==> src/rtl/vga_timing_pkg.sv <==
// Shared timing sets, polarity type and width helper for the VGA timing generator.
package vga_timing_pkg;

  typedef enum logic {
    ACTIVE_LOW  = 1'b0,
    ACTIVE_HIGH = 1'b1
  } pol_e;

  typedef struct packed {
    int   h_active;
    int   h_fp;
    int   h_sync;
    int   h_bp;
    int   v_active;
    int   v_fp;
    int   v_sync;
    int   v_bp;
    pol_e hs_pol;
    pol_e vs_pol;
  } timing_t;

  localparam timing_t VGA_640X480_60 = '{
    h_active: 640, h_fp: 16, h_sync: 96, h_bp: 48,
    v_active: 480, v_fp: 10, v_sync: 2,  v_bp: 33,
    hs_pol: ACTIVE_LOW, vs_pol: ACTIVE_LOW
  };

  localparam timing_t SVGA_800X600_72 = '{
    h_active: 800, h_fp: 56, h_sync: 120, h_bp: 64,
    v_active: 600, v_fp: 37, v_sync: 6,   v_bp: 23,
    hs_pol: ACTIVE_HIGH, vs_pol: ACTIVE_HIGH
  };

  function automatic int clog2(input int value);
    int r;
    r = 0;
    for (int i = 0; i < 31; i++) begin
      if ((1 << i) < value) r = i + 1;
    end
    return r;
  endfunction

endpackage

==> src/rtl/vga_delay_line.sv <==
// En-gated WIDTH x DEPTH shift register with a synchronous reset value; DEPTH=0 is a wire.
module vga_delay_line #(
  parameter int WIDTH = 1,
  parameter int DEPTH = 0
) (
  input  logic             clk,
  input  logic             rst,
  input  logic             en,
  input  logic [WIDTH-1:0] rst_val,
  input  logic [WIDTH-1:0] d,
  output logic [WIDTH-1:0] q
);

  if (DEPTH == 0) begin : g_pass
    logic unused_ok;
    assign unused_ok = ^{clk, rst, en, rst_val};
    assign q = d;
  end else begin : g_shift
    logic [WIDTH-1:0] stage [DEPTH];

    always_ff @(posedge clk) begin
      if (rst) begin
        for (int i = 0; i < DEPTH; i++) stage[i] <= rst_val;
      end else if (en) begin
        stage[0] <= d;
        for (int i = 1; i < DEPTH; i++) stage[i] <= stage[i-1];
      end
    end

    assign q = stage[DEPTH-1];
  end

endmodule

==> src/rtl/vga_timing_gen.sv <==
// Parametrised VGA sync / scaled pixel-coordinate generator with clock enable and
// configurable sync-to-pixel alignment delay.
module vga_timing_gen
  import vga_timing_pkg::*;
#(
  parameter int H_ACTIVE    = VGA_640X480_60.h_active,
  parameter int H_FP        = VGA_640X480_60.h_fp,
  parameter int H_SYNC      = VGA_640X480_60.h_sync,
  parameter int H_BP        = VGA_640X480_60.h_bp,
  parameter int V_ACTIVE    = VGA_640X480_60.v_active,
  parameter int V_FP        = VGA_640X480_60.v_fp,
  parameter int V_SYNC      = VGA_640X480_60.v_sync,
  parameter int V_BP        = VGA_640X480_60.v_bp,
  parameter bit HS_POL      = bit'(VGA_640X480_60.hs_pol),
  parameter bit VS_POL      = bit'(VGA_640X480_60.vs_pol),
  parameter int SCALE_SHIFT = 1,
  parameter int PIPE_DLY    = 2,
  localparam int XW_RAW     = clog2(H_ACTIVE >> SCALE_SHIFT),
  localparam int YW_RAW     = clog2(V_ACTIVE >> SCALE_SHIFT),
  localparam int XW         = (XW_RAW < 1) ? 1 : XW_RAW,
  localparam int YW         = (YW_RAW < 1) ? 1 : YW_RAW
) (
  input  logic          clk,
  input  logic          rst,
  input  logic          en,
  output logic          hsync,
  output logic          vsync,
  output logic          blank,
  output logic          comp_sync,
  output logic [XW-1:0] pixel_x,
  output logic [YW-1:0] pixel_y,
  output logic          pix_valid,
  output logic          line_start,
  output logic          frame_start
);

  localparam int H_TOTAL = H_ACTIVE + H_FP + H_SYNC + H_BP;
  localparam int V_TOTAL = V_ACTIVE + V_FP + V_SYNC + V_BP;
  localparam int HCW     = clog2(H_TOTAL);
  localparam int VCW     = clog2(V_TOTAL);

  localparam logic [HCW-1:0] H_LAST    = HCW'(H_TOTAL - 1);
  localparam logic [HCW-1:0] H_ACT_END = HCW'(H_ACTIVE);
  localparam logic [HCW-1:0] HS_BEG    = HCW'(H_ACTIVE + H_FP);
  localparam logic [HCW-1:0] HS_END    = HCW'(H_ACTIVE + H_FP + H_SYNC);
  localparam logic [VCW-1:0] V_LAST    = VCW'(V_TOTAL - 1);
  localparam logic [VCW-1:0] V_ACT_END = VCW'(V_ACTIVE);
  localparam logic [VCW-1:0] VS_BEG    = VCW'(V_ACTIVE + V_FP);
  localparam logic [VCW-1:0] VS_END    = VCW'(V_ACTIVE + V_FP + V_SYNC);

  if (H_ACTIVE < 1 || H_FP < 1 || H_SYNC < 1 || H_BP < 1 ||
      V_ACTIVE < 1 || V_FP < 1 || V_SYNC < 1 || V_BP < 1 ||
      SCALE_SHIFT < 0 || SCALE_SHIFT > 3 || PIPE_DLY < 0 || PIPE_DLY > 8 ||
      (H_ACTIVE >> SCALE_SHIFT) < 1 || (V_ACTIVE >> SCALE_SHIFT) < 1) begin : g_param_check
    $error("vga_timing_gen: illegal timing parameter combination");
  end

  logic [HCW-1:0] h_cnt;
  logic [VCW-1:0] v_cnt;
  logic           active;
  logic           hs_act;
  logic           vs_act;
  logic           hs_p0;
  logic           vs_p0;
  logic           hs_p1;
  logic           vs_p1;
  logic           act_p1;

  // Raw position counters
  always_ff @(posedge clk) begin
    if (rst) begin
      h_cnt <= '0;
      v_cnt <= '0;
    end else if (en) begin
      if (h_cnt == H_LAST) begin
        h_cnt <= '0;
        v_cnt <= (v_cnt == V_LAST) ? '0 : v_cnt + 1'b1;
      end else begin
        h_cnt <= h_cnt + 1'b1;
      end
    end
  end

  always_comb begin
    active = (h_cnt < H_ACT_END) && (v_cnt < V_ACT_END);
    hs_act = (h_cnt >= HS_BEG) && (h_cnt < HS_END);
    vs_act = (v_cnt >= VS_BEG) && (v_cnt < VS_END);
  end

  // Pixel stage: one en-cycle behind the counters
  always_ff @(posedge clk) begin
    if (rst) begin
      pixel_x     <= '0;
      pixel_y     <= '0;
      pix_valid   <= 1'b0;
      line_start  <= 1'b0;
      frame_start <= 1'b0;
      hs_p0       <= 1'b0;
      vs_p0       <= 1'b0;
    end else if (en) begin
      pixel_x     <= active ? XW'(h_cnt >> SCALE_SHIFT) : '0;
      pixel_y     <= active ? YW'(v_cnt >> SCALE_SHIFT) : '0;
      pix_valid   <= active;
      line_start  <= (h_cnt == '0);
      frame_start <= (h_cnt == '0) && (v_cnt == '0);
      hs_p0       <= hs_act;
      vs_p0       <= vs_act;
    end
  end

  // Sync stage: PIPE_DLY en-cycles after the pixel stage
  vga_delay_line #(
    .WIDTH (3),
    .DEPTH (PIPE_DLY)
  ) u_sync_dly (
    .clk     (clk),
    .rst     (rst),
    .en      (en),
    .rst_val (3'b000),
    .d       ({hs_p0, vs_p0, pix_valid}),
    .q       ({hs_p1, vs_p1, act_p1})
  );

  assign hsync     = hs_p1 ? HS_POL : ~HS_POL;
  assign vsync     = vs_p1 ? VS_POL : ~VS_POL;
  assign blank     = act_p1;
  assign comp_sync = ~(hs_p1 ^ vs_p1);

endmodule

==> config.mk <==
export PLATFORM = sky130hd
export DESIGN_NAME = vga_timing_gen
export DESIGN_NICKNAME = d
export VERILOG_FILES = /design/src/rtl/vga_timing_pkg.sv /design/src/rtl/vga_delay_line.sv /design/src/rtl/vga_timing_gen.sv
export SDC_FILE = /design/constraint.sdc
export NUM_CORES = 1
export LEC_CHECK = 0
export CAP_MARGIN = 20
export CORE_ASPECT_RATIO = 1.1
export CORE_MARGIN = 3
export CORE_UTILIZATION = 49
export CTS_BUF_LIST = sky130_fd_sc_hd__clkbuf_16
export CTS_CLUSTER_SIZE = 30
export DETAILED_ROUTE_END_ITERATION = 16
export PLACE_DENSITY = 0.72
export RECOVER_POWER = 100
export SYNTH_ARGS = -nofsm -noshare
export SYNTH_HDL_FRONTEND = slang
export SYNTH_HIERARCHICAL = 1
export SYNTH_SLANG_ARGS = --single-unit
==> constraint.sdc <==
create_clock -name clk -period 1.8 [get_ports clk]
set_input_delay 0.36 -clock clk [delete_from_list [all_inputs] [get_ports clk]]
set_output_delay 0.36 -clock clk [all_outputs]
set_load 0.02 [all_outputs]
# == Yosys cells after proc, flatten, opt, wreduce, memory -nomap -nowiden ==
# Memory sizes are Yosys's and may differ from the RTL's.
# Cells that the tools add are included.
# totals
ff_bits,42
mem_bits_rw,6
out_inout_bits,24
n_memories,1
# op_classes
n_addsub,2
n_lt_le_gt_ge,6
n_eq_ne,2
n_mux,13
n_bitwise,4
reduce_logical,7
# memory_table
memory,words,word_bits,rd,rd_ports_with_merged_regs,write_ports,line,rtl
u_sync_dly.g_shift.stage,2,3,2,0,2,vga_delay_line.sv:19,logic [WIDTH-1:0] stage [DEPTH];
# op_table
operator,n
adder 10 x 1 -> 10 bit (second input constant),2
== test 10 bit (second input constant),2
zero test 10 bit,2
less-than comparator 10 bit (second input constant),2
less-than comparator 10 x 9 -> 1 bit (second input constant),2
two-way mux 10 bit,2
>= comparator 10 bit (second input constant),1
>= comparator 10 x 9 -> 1 bit (second input constant),1
two-way mux 9 bit,1
two-way mux 8 bit,1
two-way mux 1 bit,7
two-way mux 3 bit,2
logical AND 1 bit,4
bitwise OR 1 bit,2
AND reduction 2 bit,1
inverter 1 bit,1
bitwise XOR 1 bit,1

# == Logic depth before layout (Yosys ltp) ==
# depth
depth_word,4
mapped_depth,7
ltp_nobuf,5

# == Hierarchy ==
# The synthesis kept the hierarchy.
# modules_own_cells
module,n_inst,cells_per_inst,area_per_inst_um2,seq_area_each_um2
vga_timing_gen,1,189,1831.8,840.8
vga_delay_line,1,18,304.0,180.2

# == Least setup slack after synthesis ==
# Ideal clock, no wire load.
# synth_timing
kind,reg2reg
startpoint,register h_cnt[1]
endpoint,register v_cnt[7]
t_arrival_ns,1.597
setup_slack_ns,0.133
path_stages_with_launch,7
synth_period_minus_slack_ns,1.667
cell_sequence,dfxtp_1 -> ha_1 -> and4_1 -> buf_6 -> nand3_4 -> or4b_1 -> a21oi_1
# synth_between
elab_chain_cells,2
# synth_rtl
element,line,rtl
"start, declared",vga_timing_gen.sv:58,logic [HCW-1:0] h_cnt;
"start signal, assigned",vga_timing_gen.sv:79,h_cnt <= h_cnt + 1'b1;
== test 10 bit,vga_timing_gen.sv:75,if (h_cnt == H_LAST) begin
AND reduction 2 bit (no source line),n/a,
"end signal, assigned",vga_timing_gen.sv:77,v_cnt <= (v_cnt == V_LAST) ? '0 : v_cnt + 1'b1;
"end, declared",vga_timing_gen.sv:59,logic [VCW-1:0] v_cnt;
# Every way passes these cells.
# A chain may end at the register's enable or synchronous reset.

==> summary.txt <==
routed len/inst: 14.5 um
largest net degree at the start of global routing: 15
clk buf depth: 2
I/O pin cnt: 27
type of the tightest min-delay check: reg -> reg
Final Non-Filler Cells: 319
worst skew pair latency: 0.28 ns
number of CTS-inserted buffers: 5
post-CTS setup buffers: 0
post-cts hold buffer count: 0
unrepaired setup endpoints after global routing: no
All-Layer GR Usage: 20.1%
most common cell in the netlist: dfxtp_1
max-slew violations: 0
drc violations: 0
clk root buf: clkbuf_16
sw frac: 22.0%
yosys warns: 6
Yosys reg bits: 48
number of global-route vias before repair: 1,635
top-area cell type share of the netlist area: 39.4%
status: complete, no violations
Seq/Total Area, Yosys: 47.8%
Cell Area, Synth: 0.00214 mm^2
period utilization: 95.0%
Placement Rows: 24
Clk pwr share: 40.3%
initial DRC count: 126
H-tree Lvls: 2
Top FF cell, synth: dfxtp_1
Reg power frac: 51.6%
total internal power: 1.70 mW
Final Hold Violating Endpoints: 0
I/O Buffers: 26
Initial Util: 52.3%
fillers: 341
CP cell instances: inv_1 > clkdlybuf4s50_1
leak pwr: 1.14 nW
CTS tree: done
Async SR Flop Fraction: 0%
cells after synthesis: 207
Post-Syn Area per Cell: 10.3 um^2
Worst-path clk slew: 0.06 ns
Finish-stage setup viols: 0
CORE AREA: 0.00408 mm^2
Area contributors post-synth: dfxtp_1 (39%), edfxtp_1 (8.4%), a22o_1 (6.6%), xor2_1 (3.7%), mux2_2 (3.2%)
crit-path max FO: 2
WL final: 4.62 mm
Final nets: 273
Worst setup EP type: output port
Worst Path Buf+Inv: 2
Sw Pwr: 0.477 mW
Netlist cell types: 49
Final min period: 1.71 ns
FMAX: 0.585 GHz
Placed Instances: 311
Post-synth EDFFs: 6
Startpoint Class: flip-flop
Clock Skew: 0.00372 ns
clock sink total: 48
DRT Pass-1 Iters: 4
initial antenna violation count: 0
Crit-path slowest cell: clkdlybuf4s50_1
Die ar.: 0.00519 mm^2
antenna diode count: 0
Max rail drop VDD: 0.448 mV
layout cells sized above 1: 18.7%
antenna-violating nets left: 0
CP peak stage delay: 0.60 ns
Die Span Y: 75.2 um
hpwl dp: 3.48 mm
Crit Path Category: reg -> out
Top delay family on crit path: buffers and inverters
vias: 1,734
gpl congestion: 0.863
Synth-to-Final Area Change: 28.7%
CP required: 1.44 ns
Max Cap Viol: 0
first-pass GRT wire length: 7.62 mm
arrival time worst endpoint: 1.35 ns
vias per inst: 5.44
dominant cell type by area after synthesis: dfxtp_1
GRT overflow: 0
top cells by count, synth: dfxtp_1 (42), a22o_1 (16), nand2_1 (13), nor2_1 (13), a21oi_1 (11)
Die Wd: 69.0 um
Power Density: 791 mW/mm^2
logic gate share of total power: 8.2%
WHS: 0.472 ns
-- worst paths after layout --
kind | start | endpoint | slack (ns) | depth (start not counted)
worst max register to register | h_cnt[0] | h_cnt[5] | 0.13 | 6
worst max-delay path | u_sync_dly/g_shift.stage[0][4] | vsync | 0.09 | 2
worst min-delay path | pixel_y[5] | pixel_y[5] | 0.47 | 1
worst min register to register | pixel_y[5] | pixel_y[5] | 0.47 | 1
-- kinds of logic (layout without fill, tap and decap cells) --
| group | after synthesis | after routing | share of synthesized area, % |
|---|---|---|---|
| flip-flops | 48 | 48 | 47.8 |
| buffers and inverters | 20 | 75 | 4.69 |
| XOR/XNOR | 13 | 13 | 5.33 |
| AND/OR/NAND/NOR | 78 | 78 | 23.0 |
| other | 1 | 6 | 0.176 |
| adder cells (fa/ha/maj) | 4 | 4 | 2.34 |
| multiplexers | 7 | 7 | 3.63 |
| AO/OA/AOI/OAI | 36 | 36 | 13.0 |
-- metal layers --
| layer | part of all wire [%] | vias to the layer above | GRT usage (%) |
|---|---|---|---|
| li1 | - | 859 | - |
| met1 | 45 | 832 | 25.2 |
| met2 | 49 | 37 | 33.5 |
| met3 | 4.2 | 6 | 4.78 |
| met4 | 1.7 | 0 | 7.58 |
| met5 | 0 | - | 0 |
-- placed cells by master, fill, tap and decap left out, types with 2 or more instances in the layout --
cell,Yosys,final
nor2b_1,2,3
clkbuf_1,4,5
nand3b_1,2,2
mux2_2,6,6
o31ai_1,2,2
clkinv_1,1,2
dfxtp_1,42,42
nor2_1,13,13
edfxtp_1,6,6
nand4_1,5,5
inv_1,7,7
clkbuf_16,0,5
or4_1,3,3
o41ai_1,2,2
and3_1,4,4
buf_4,4,26
a21oi_1,11,11
or4b_1,2,2
nor3_1,7,7
conb_1,1,6
clkinv_2,0,2
dlygate4sd3_1,0,21
nand2b_1,1,2
nand2_1,13,13
xor2_1,9,9
nand3_1,8,8
clkdlybuf4s50_1,0,3
or2_2,2,2
nor4_1,3,3
a22o_1,16,16
ha_1,4,4
xnor2_1,4,4
-- worst reg2reg max path: cells and delay by family, from the launching register on --
| kind | cells | cell delay (ns) |
|---|---|---|
| AND/OR/NAND/NOR | 3 | 0.64 |
| buffers and inverters | 2 | 0.38 |
| flip-flops | 1 | 0.34 |
| adder cells (fa/ha/maj) | 1 | 0.18 |
-- repair_timing --
item | in CTS | in global routing
cloned | 0 | 0
setup endpoints to repair | 3 | 4
pin swaps | 0 | 1
gates resized for setup | 2 | 3
-- layout make-up --
class / count / area (um^2) / area share [%]
Timing Repair Buffer: 58 / 480 / 17.5
Clock buffer: 5 / 125 / 4.55
Sequential cell: 48 / 1020 / 37.1
Tap cell: 52 / 65.1 / 2.37
Clock inverter: 3 / 13.8 / 0.501
Multi-Input combinational cell: 144 / 1010 / 36.7
Inverter: 9 / 33.8 / 1.23
-- state kept, by name, indices dropped and copies added (netlist names) --
signal,cells
h_cnt,10
vs_p0,1
frame_start,1
v_cnt,10
u_sync_dly/g_shift.stage,6
pixel_x,9
pix_valid,1
hs_p0,1
line_start,1
pixel_y,8
-- power groups by stage --
stage          clock [mW]  sequential [mW]  combinational [mW]
5_1_grt             0.936             1.12               0.192
6_report            0.875             1.12               0.178
2_1_floorplan           0             1.15              0.0987
4_1_cts             0.889             1.12               0.191
3_5_place_dp            0             1.15               0.192
3_3_place_gp            0             1.14               0.188
-- metrics by stage --
step / total power, mW / instance area, um^2 / setup slack [ns] / util (%) / setup TNS, ns
after floorplan: 1.25 / 2150 / 0.133 / - / 0
after global placement: 1.33 / 2650 / -0.285 / 65.0 / -4.00
after detailed placement: 1.34 / 2650 / -0.307 / 65.0 / -3.69
after CTS: 2.20 / 2790 / 0.0122 / 68.4 / 0
after global routing: 2.25 / 2750 / 0.0148 / 67.3 / 0
final: 2.17 / 2750 / 0.0904 / 67.3 / 0
Power figures use the tool's default switching activity.
